File: config.mk
export PLATFORM = sky130hd
export DESIGN_NAME = multi_button_debouncer_flat
export DESIGN_NICKNAME = d
export VERILOG_FILES = /design/src/rtl/multi_button_debouncer_pkg.sv /design/src/rtl/multi_button_debouncer_if.sv /design/src/rtl/multi_button_debouncer_channel.sv /design/src/rtl/multi_button_debouncer.sv /design/src/flat_wrapper.sv
export SDC_FILE = /design/constraint.sdc
export NUM_CORES = 1
export LEC_CHECK = 0
export CAP_MARGIN = 40
export CORE_MARGIN = 5
export CORE_UTILIZATION = 50
export DETAILED_ROUTE_END_ITERATION = 16
export GPL_TIMING_DRIVEN = 0
export PLACE_DENSITY = 0.82
export SKIP_CTS_REPAIR_TIMING = 1
export SYNTH_ARGS = -nofsm -noshare
export SYNTH_HDL_FRONTEND = slang
export SYNTH_SLANG_ARGS = --single-unit
File: constraint.sdc
create_clock -name clk -period 2.8 [get_ports clk]
set_input_delay 0.56 -clock clk [delete_from_list [all_inputs] [get_ports clk]]
set_output_delay 0.56 -clock clk [all_outputs]
set_load 0.05 [all_outputs]
File: src/rtl/multi_button_debouncer_pkg.sv
// ---------------------------------------------------------------------------
// btn_pkg
// Shared types and default timing constants for the multi-channel button
// debouncer (pingpong player controls).
//   rpt_state_e      : per-channel hold-to-repeat FSM state
//   DEF_*            : default parameter values for a 50 MHz-class clock
// ---------------------------------------------------------------------------
package btn_pkg;

  typedef enum logic [1:0] {
    RPT_IDLE   = 2'd0,
    RPT_DELAY  = 2'd1,
    RPT_REPEAT = 2'd2
  } rpt_state_e;

  localparam int          DEF_N_CH       = 4;
  localparam int          DEF_CNT_WIDTH  = 16;
  localparam int          DEF_RPT_WIDTH  = 24;
  localparam logic [23:0] DEF_RPT_DELAY  = 24'd5_000_000;
  localparam logic [23:0] DEF_RPT_PERIOD = 24'd1_000_000;

endpackage

File: src/rtl/multi_button_debouncer_if.sv
// ---------------------------------------------------------------------------
// multi_button_debouncer_if
// Bundles the per-channel button signals of the debouncer.
//   sw_i        raw asynchronous button pins
//   rpt_en_i    per-channel auto-repeat enable (clk domain)
//   sw_state_o  debounced level, 1 = pressed
//   sw_down_o   1-cycle press pulse
//   sw_up_o     1-cycle release pulse
//   sw_rpt_o    1-cycle auto-repeat pulse
//   sw_long_o   long-press level
//   rpt_state   repeat FSM state per channel (observation only)
// Signalling: there is no valid/ready handshake. sw_state_o and sw_long_o
// are levels valid every cycle; sw_down_o, sw_up_o and sw_rpt_o are
// single-cycle event strobes that the consumer must sample on the clock edge
// following the cycle in which they are high; there is no back-pressure.
// master: the side that drives the pins (board / testbench)
// slave : the debouncer
// ---------------------------------------------------------------------------
interface multi_button_debouncer_if
  import btn_pkg::*;
#(
  parameter int N_CH = DEF_N_CH
);

  logic [N_CH-1:0]       sw_i;
  logic [N_CH-1:0]       rpt_en_i;
  logic [N_CH-1:0]       sw_state_o;
  logic [N_CH-1:0]       sw_down_o;
  logic [N_CH-1:0]       sw_up_o;
  logic [N_CH-1:0]       sw_rpt_o;
  logic [N_CH-1:0]       sw_long_o;
  rpt_state_e [N_CH-1:0] rpt_state;

  modport master (
    output sw_i,
    output rpt_en_i,
    input  sw_state_o,
    input  sw_down_o,
    input  sw_up_o,
    input  sw_rpt_o,
    input  sw_long_o,
    input  rpt_state
  );

  modport slave (
    input  sw_i,
    input  rpt_en_i,
    output sw_state_o,
    output sw_down_o,
    output sw_up_o,
    output sw_rpt_o,
    output sw_long_o,
    output rpt_state
  );

endinterface

File: src/rtl/multi_button_debouncer_channel.sv
// ---------------------------------------------------------------------------
// btn_channel
// One button channel: 2-FF synchroniser, debounce counter, press/release
// strobes and the hold-to-repeat FSM.
// Ports:
//   clk, arst_n   clock, asynchronous active-low reset
//   pin           raw asynchronous pin
//   rpt_en        repeat enable (masks rpt only)
//   state         debounced level, 1 = pressed
//   down, up      1-cycle press / release strobes
//   rpt           1-cycle auto-repeat strobe
//   long_press    held at least RPT_DELAY cycles since the press strobe
//   rpt_state     repeat FSM state (observation)
// ---------------------------------------------------------------------------
module btn_channel #(
  parameter int                   CNT_WIDTH  = btn_pkg::DEF_CNT_WIDTH,
  parameter int                   RPT_WIDTH  = btn_pkg::DEF_RPT_WIDTH,
  parameter logic [RPT_WIDTH-1:0] RPT_DELAY  = RPT_WIDTH'(btn_pkg::DEF_RPT_DELAY),
  parameter logic [RPT_WIDTH-1:0] RPT_PERIOD = RPT_WIDTH'(btn_pkg::DEF_RPT_PERIOD),
  parameter logic                 UNPUSHED   = 1'b0
) (
  input  logic                clk,
  input  logic                arst_n,
  input  logic                pin,
  input  logic                rpt_en,
  output logic                state,
  output logic                down,
  output logic                up,
  output logic                rpt,
  output logic                long_press,
  output btn_pkg::rpt_state_e rpt_state
);

  import btn_pkg::*;

  // Terminal counts: the timer runs 0..N-1, so N cycles per interval.
  localparam logic [RPT_WIDTH-1:0] DELAY_LAST  = RPT_DELAY - 1'b1;
  localparam logic [RPT_WIDTH-1:0] PERIOD_LAST = RPT_PERIOD - 1'b1;

  logic [1:0]           sync;
  logic                 pressed_raw;
  logic [CNT_WIDTH-1:0] cnt;
  logic [RPT_WIDTH-1:0] rtmr;
  logic                 toggle;
  logic                 press_evt;
  logic                 release_evt;

  // Polarity normalised: 1 means the button is physically pushed.
  assign pressed_raw = sync[1] ^ UNPUSHED;

  // The debounced level flips on the cycle the counter has seen 2**CNT_WIDTH
  // consecutive disagreeing samples.
  assign toggle      = (pressed_raw != state) && (&cnt);
  assign press_evt   = toggle && !state;
  assign release_evt = toggle && state;

  // Synchroniser resets to the released level so reset never looks like a press.
  always_ff @(posedge clk or negedge arst_n) begin
    if (!arst_n) begin
      sync <= {UNPUSHED, UNPUSHED};
    end else begin
      sync <= {sync[0], pin};
    end
  end

  always_ff @(posedge clk or negedge arst_n) begin
    if (!arst_n) begin
      cnt   <= '0;
      state <= 1'b0;
      down  <= 1'b0;
      up    <= 1'b0;
    end else begin
      down <= press_evt;
      up   <= release_evt;
      if (pressed_raw == state) begin
        // Any agreeing sample discards the partial window.
        cnt <= '0;
      end else if (&cnt) begin
        cnt   <= '0;
        state <= ~state;
      end else begin
        cnt <= cnt + 1'b1;
      end
    end
  end

  // Hold-to-repeat FSM. A release strobe overrides everything, including a
  // coinciding terminal count, so no repeat can follow a release.
  always_ff @(posedge clk or negedge arst_n) begin
    if (!arst_n) begin
      rpt_state  <= RPT_IDLE;
      rtmr       <= '0;
      long_press <= 1'b0;
      rpt        <= 1'b0;
    end else begin
      rpt <= 1'b0;
      if (release_evt) begin
        rpt_state  <= RPT_IDLE;
        rtmr       <= '0;
        long_press <= 1'b0;
      end else begin
        case (rpt_state)
          RPT_IDLE: begin
            if (press_evt) begin
              rpt_state <= btn_pkg::RPT_DELAY;
              rtmr      <= '0;
            end
          end
          btn_pkg::RPT_DELAY: begin
            if (rtmr == DELAY_LAST) begin
              rpt_state  <= RPT_REPEAT;
              rtmr       <= '0;
              long_press <= 1'b1;
              rpt        <= rpt_en;
            end else begin
              rtmr <= rtmr + 1'b1;
            end
          end
          RPT_REPEAT: begin
            if (rtmr == PERIOD_LAST) begin
              rtmr <= '0;
              rpt  <= rpt_en;
            end else begin
              rtmr <= rtmr + 1'b1;
            end
          end
          default: begin
            rpt_state  <= RPT_IDLE;
            rtmr       <= '0;
            long_press <= 1'b0;
          end
        endcase
      end
    end
  end

endmodule

File: src/rtl/multi_button_debouncer.sv
// ---------------------------------------------------------------------------
// multi_button_debouncer
// N-channel button debouncer with press/release strobes, hold-to-repeat
// strobes and a long-press flag. All outputs are in the clk domain.
// Ports:
//   clk      system clock
//   arst_n   asynchronous active-low reset
//   bus      multi_button_debouncer_if.slave (pins in, debounced events out)
// Parameters:
//   N_CH, CNT_WIDTH, UNPUSHED_STATE (released pin level per channel),
//   RPT_WIDTH, RPT_DELAY (>=2), RPT_PERIOD (>=2)
// ---------------------------------------------------------------------------
module multi_button_debouncer #(
  parameter int                   N_CH           = btn_pkg::DEF_N_CH,
  parameter int                   CNT_WIDTH      = btn_pkg::DEF_CNT_WIDTH,
  parameter logic [N_CH-1:0]      UNPUSHED_STATE = '0,
  parameter int                   RPT_WIDTH      = btn_pkg::DEF_RPT_WIDTH,
  parameter logic [RPT_WIDTH-1:0] RPT_DELAY      = RPT_WIDTH'(btn_pkg::DEF_RPT_DELAY),
  parameter logic [RPT_WIDTH-1:0] RPT_PERIOD     = RPT_WIDTH'(btn_pkg::DEF_RPT_PERIOD)
) (
  input  logic                     clk,
  input  logic                     arst_n,
  multi_button_debouncer_if.slave  bus
);

  // Channels are fully independent; each gets its own released-level bit.
  for (genvar ch = 0; ch < N_CH; ch++) begin : g_ch
    btn_channel #(
      .CNT_WIDTH  (CNT_WIDTH),
      .RPT_WIDTH  (RPT_WIDTH),
      .RPT_DELAY  (RPT_DELAY),
      .RPT_PERIOD (RPT_PERIOD),
      .UNPUSHED   (UNPUSHED_STATE[ch])
    ) u_ch (
      .clk        (clk),
      .arst_n     (arst_n),
      .pin        (bus.sw_i[ch]),
      .rpt_en     (bus.rpt_en_i[ch]),
      .state      (bus.sw_state_o[ch]),
      .down       (bus.sw_down_o[ch]),
      .up         (bus.sw_up_o[ch]),
      .rpt        (bus.sw_rpt_o[ch]),
      .long_press (bus.sw_long_o[ch]),
      .rpt_state  (bus.rpt_state[ch])
    );
  end

endmodule
File: src/flat_wrapper.sv
// flat-port wrapper written by rule: the top's interface ports become plain ports
module multi_button_debouncer_flat 
#(
  parameter int                   N_CH           = btn_pkg::DEF_N_CH,
  parameter int                   CNT_WIDTH      = btn_pkg::DEF_CNT_WIDTH,
  parameter logic [N_CH-1:0]      UNPUSHED_STATE = '0,
  parameter int                   RPT_WIDTH      = btn_pkg::DEF_RPT_WIDTH,
  parameter logic [RPT_WIDTH-1:0] RPT_DELAY      = RPT_WIDTH'(btn_pkg::DEF_RPT_DELAY),
  parameter logic [RPT_WIDTH-1:0] RPT_PERIOD     = RPT_WIDTH'(btn_pkg::DEF_RPT_PERIOD)
)
  (clk, arst_n, bus_sw_i, bus_rpt_en_i, bus_sw_state_o, bus_sw_down_o, bus_sw_up_o, bus_sw_rpt_o, bus_sw_long_o, bus_rpt_state);
  multi_button_debouncer_if #(.N_CH(N_CH)) bus_i ();
  input  logic clk;
  input  logic arst_n;
  input wire logic [$bits(bus_i.sw_i)-1:0] bus_sw_i;
  input wire logic [$bits(bus_i.rpt_en_i)-1:0] bus_rpt_en_i;
  output wire logic [$bits(bus_i.sw_state_o)-1:0] bus_sw_state_o;
  output wire logic [$bits(bus_i.sw_down_o)-1:0] bus_sw_down_o;
  output wire logic [$bits(bus_i.sw_up_o)-1:0] bus_sw_up_o;
  output wire logic [$bits(bus_i.sw_rpt_o)-1:0] bus_sw_rpt_o;
  output wire logic [$bits(bus_i.sw_long_o)-1:0] bus_sw_long_o;
  output wire logic [$bits(bus_i.rpt_state)-1:0] bus_rpt_state;
  assign bus_i.sw_i = bus_sw_i;
  assign bus_i.rpt_en_i = bus_rpt_en_i;
  assign bus_sw_state_o = bus_i.sw_state_o;
  assign bus_sw_down_o = bus_i.sw_down_o;
  assign bus_sw_up_o = bus_i.sw_up_o;
  assign bus_sw_rpt_o = bus_i.sw_rpt_o;
  assign bus_sw_long_o = bus_i.sw_long_o;
  assign bus_rpt_state = bus_i.rpt_state;
  multi_button_debouncer #(.N_CH(N_CH), .CNT_WIDTH(CNT_WIDTH), .UNPUSHED_STATE(UNPUSHED_STATE), .RPT_WIDTH(RPT_WIDTH), .RPT_DELAY(RPT_DELAY), .RPT_PERIOD(RPT_PERIOD)) u_core (.clk(clk), .arst_n(arst_n), .bus(bus_i));
endmodule
==> reports/results.ini <==
[synth]
synthTopCellsByArea = dfrtp_1, nor2_1, xnor2_1
netlist_instances = 1114
yosysSeqAreaShare_pct = 47.7
yosysTopAreaCell = dfrtp_1
netlist.area_leader.share_pct = 47.7
synthDistinctLibCells = 61
ys_seq_elements = 196
syn_nets = 1148
syn_avg_cell_area_um2 = 9.23
synth_warnings = 0
synth_top_flop_cell = dfrtp_1
synthArstFlopShare_pct = 100
syn-cell-area_mm2 = 0.0103
synth-edff-count = 0

[clock_network]
clkLatencyLatePin_ns = 0.44
cts_made_buffers = 17
cts_sinks = 196
cts_htree_levels = 4
cts_tree = done
cts_buffer_depth = 2
path_clk_slew_ns = 0.08
cts_root_buf = clkbuf_16

[power]
vdd_drop_max_mv = 0.362
p_leak_uw = 0.00478
powerDensity_mw_per_mm2 = 459
finalPower_uw = 5410

[placed_design]
dp_hpwl_um = 14300
gp_congestion = 0.829
port_buffers = 37
dpl_cell_area_mm2 = 0.0110

[global_route]
met2_usage_pct = 29.5
grt-ovfl-total = 0
use_met3_pct = 3.19
top_usage_layer = met2
grt_start_max_net_pins = 108
track_usage_pct = 18.0
antenna_found_initial = 0
grt_pass1_wl_um = 36400
grt_pass1_vias = 7846
use_met1_pct = 24.8

[setup_path]
endpoint_kind = register
start_kind = register
worstPathArrival_ns = 3.03
path_max_fanout = 7
required_ns = 3.12
path_class = register to register

[cells_and_area]
final.fill_count = 1670
diodes = 0
fin_area_mm2 = 0.0118
nets = 1209
multi_input_area_mm2 = 0.00508
regArea_mm2 = 0.00491
drive_gt1_share_pct = 9.43
area_growth_pct = 14.6
fin_util_pct = 58.3

[flow_run]
maxCapViolations = 0

[worst_hold_path]
hp-class = input pin to asynchronous set/reset pin

[die]
die_area_mm2 = 0.0235
die_h_um = 153
chipWidth_um = 153
fp.coreArea_mm2 = 0.0202
ios = 38
initial_core_util_pct = 50.8
rows = 52

[sta]
finalCritPeriodShare_pct = 96.6
fin_skew_ns = 0.0148
drv_slew = 0
setup_viol = 0
max_freq_ghz = 0.370
tns_ns = 0
whs_ns = 0.177
tightest_slew_ns = 0.837
final.min_clock_period_ns = 2.70
slew_headroom_pct = 43.7
hold_viol_final = 0

[detailed_routing]
wire_per_inst_um = 14.6
viasPerCell = 5.67
vias = 8272
drt_iter0_drc = 601
drc = 0
final_antenna_net_count = 0
drt-total-wl_um = 21300
drtPass1Iterations = 6

[run_status]
status = completed

## cell usage in the layout (no fill, tap or decap), types with 10 or more instances in the layout
| master | instances |
|---|---|
| nand3_1 | 75 |
| a21oi_1 | 18 |
| buf_4 | 29 |
| xnor2_1 | 64 |
| nor2_1 | 154 |
| nor3_1 | 41 |
| clkbuf_16 | 17 |
| inv_1 | 32 |
| dfrtp_1 | 195 |
| clkbuf_1 | 13 |
| xor2_1 | 20 |
| nand2_1 | 112 |
| ha_1 | 24 |
| or3_1 | 24 |
| and3_1 | 14 |
| o21ai_0 | 43 |
| clkdlybuf4s50_1 | 36 |
| nor3b_1 | 10 |
| nor4_1 | 27 |
| nand4_1 | 40 |
| a21o_1 | 15 |
| nand2b_1 | 11 |
## sequential cells by signal (all words and copies together), names as in the netlist
register                     flops
u_core.g_ch.u_ch.up              4
u_core.g_ch.u_ch.rtmr           96
u_core.g_ch.u_ch.state           4
u_core.g_ch.u_ch.rpt             4
u_core.g_ch.u_ch.cnt            64
u_core.g_ch.u_ch.down            4
u_core.g_ch.u_ch.rpt_state       8
u_core.g_ch.u_ch.long_press      4
u_core.g_ch.u_ch.sync            8
## worst max-delay path: stages (launching register included)
cell and delay, ns:
dfrtp_2 0.45, or4b_1 0.53, or4_4 0.51, o31a_4 0.33, o21a_1 0.25, and3_1 0.18, or3_1 0.33
## synthesized netlist by cell type (all sizes together) (14+ instances only)
| master | n |
|---|---|
| xnor2 | 64 |
| nand2 | 112 |
| nor2 | 154 |
| nand3 | 75 |
| nand4 | 40 |
| a21o | 15 |
| clkbuf | 26 |
| nor4 | 33 |
| inv | 32 |
| buf | 28 |
| a21oi | 19 |
| ha | 24 |
| and3 | 14 |
| or3 | 24 |
| xor2 | 20 |
| nor3 | 41 |
| o21ai | 50 |
| dfrtp | 196 |
## layer usage
layer	part of all wire [%]	wire length [um]
met4	1.4	298
met5	0	0
met1	47	10000
met2	48	10300
met3	3.5	743
## kinds of logic (layout without fill, tap and decap cells)
family / after synthesis / after routing / synth area share, %
adder cells (fa/ha/maj): 24 / 24 / 2.92
multiplexers: 8 / 8 / 0.839
AND/OR/NAND/NOR: 566 / 566 / 27.5
buffers and inverters: 86 / 160 / 3.92
AO/OA/AOI/OAI: 150 / 150 / 9.95
XOR/XNOR: 84 / 84 / 7.15
flip-flops: 196 / 196 / 47.7
## area by class of cell
| class | instances | area share, % |
|---|---|---|
| buffer | 50 | 2.47 |
| multi-input combinational | 832 | 43.1 |
| inverter | 32 | 1.02 |
| timing repair buffer | 46 | 3.95 |
| clock buffer | 19 | 3.84 |
| sequential | 196 | 41.6 |
| tap | 270 | 2.87 |
| clock inverter | 13 | 1.14 |
## through the flow
| stage | worst slack, ns | std cells |
|---|---|---|
| after global routing | -0.0189 | 1458 |
| after detailed placement | -0.235 | 1423 |
| after CTS | -0.245 | 1455 |
| after floorplan | 0.246 | 1114 |
| after global placement | -6.96 | 1421 |
| final | 0.0962 | 1458 |
## where the power goes
group	total, uW	switching, uW	internal, uW	leakage [uW]
clock network	2420	1180	1240	0.000291
registers	2870	18.8	2850	0.00271
logic	121	85.5	35.4	0.00178
## final timing paths
check                                                    startpoint                                        to  slack [ns]  cells past startpoint
setup / recovery           u_core.g_ch[2].u_ch.rtmr[21]$_DFFE_PN0P_  u_core.g_ch[2].u_ch.rtmr[11]$_DFFE_PN0P_         0.1                      6
hold / removal                                               arst_n     u_core.g_ch[1].u_ch.cnt[14]$_DFF_PN0_        0.18                      1
setup reg to reg           u_core.g_ch[2].u_ch.rtmr[21]$_DFFE_PN0P_  u_core.g_ch[2].u_ch.rtmr[11]$_DFFE_PN0P_         0.1                      6
hold reg to reg               u_core.g_ch[3].u_ch.sync[0]$_DFF_PN0_     u_core.g_ch[3].u_ch.sync[1]$_DFF_PN0_        0.35                      0
max in group asynchronous                                    arst_n  u_core.g_ch[3].u_ch.rtmr[22]$_DFFE_PN0P_        1.72                      2
min in group clk              u_core.g_ch[3].u_ch.sync[0]$_DFF_PN0_     u_core.g_ch[3].u_ch.sync[1]$_DFF_PN0_        0.35                      0
No activity file was read; power rests on OpenSTA's default activity.
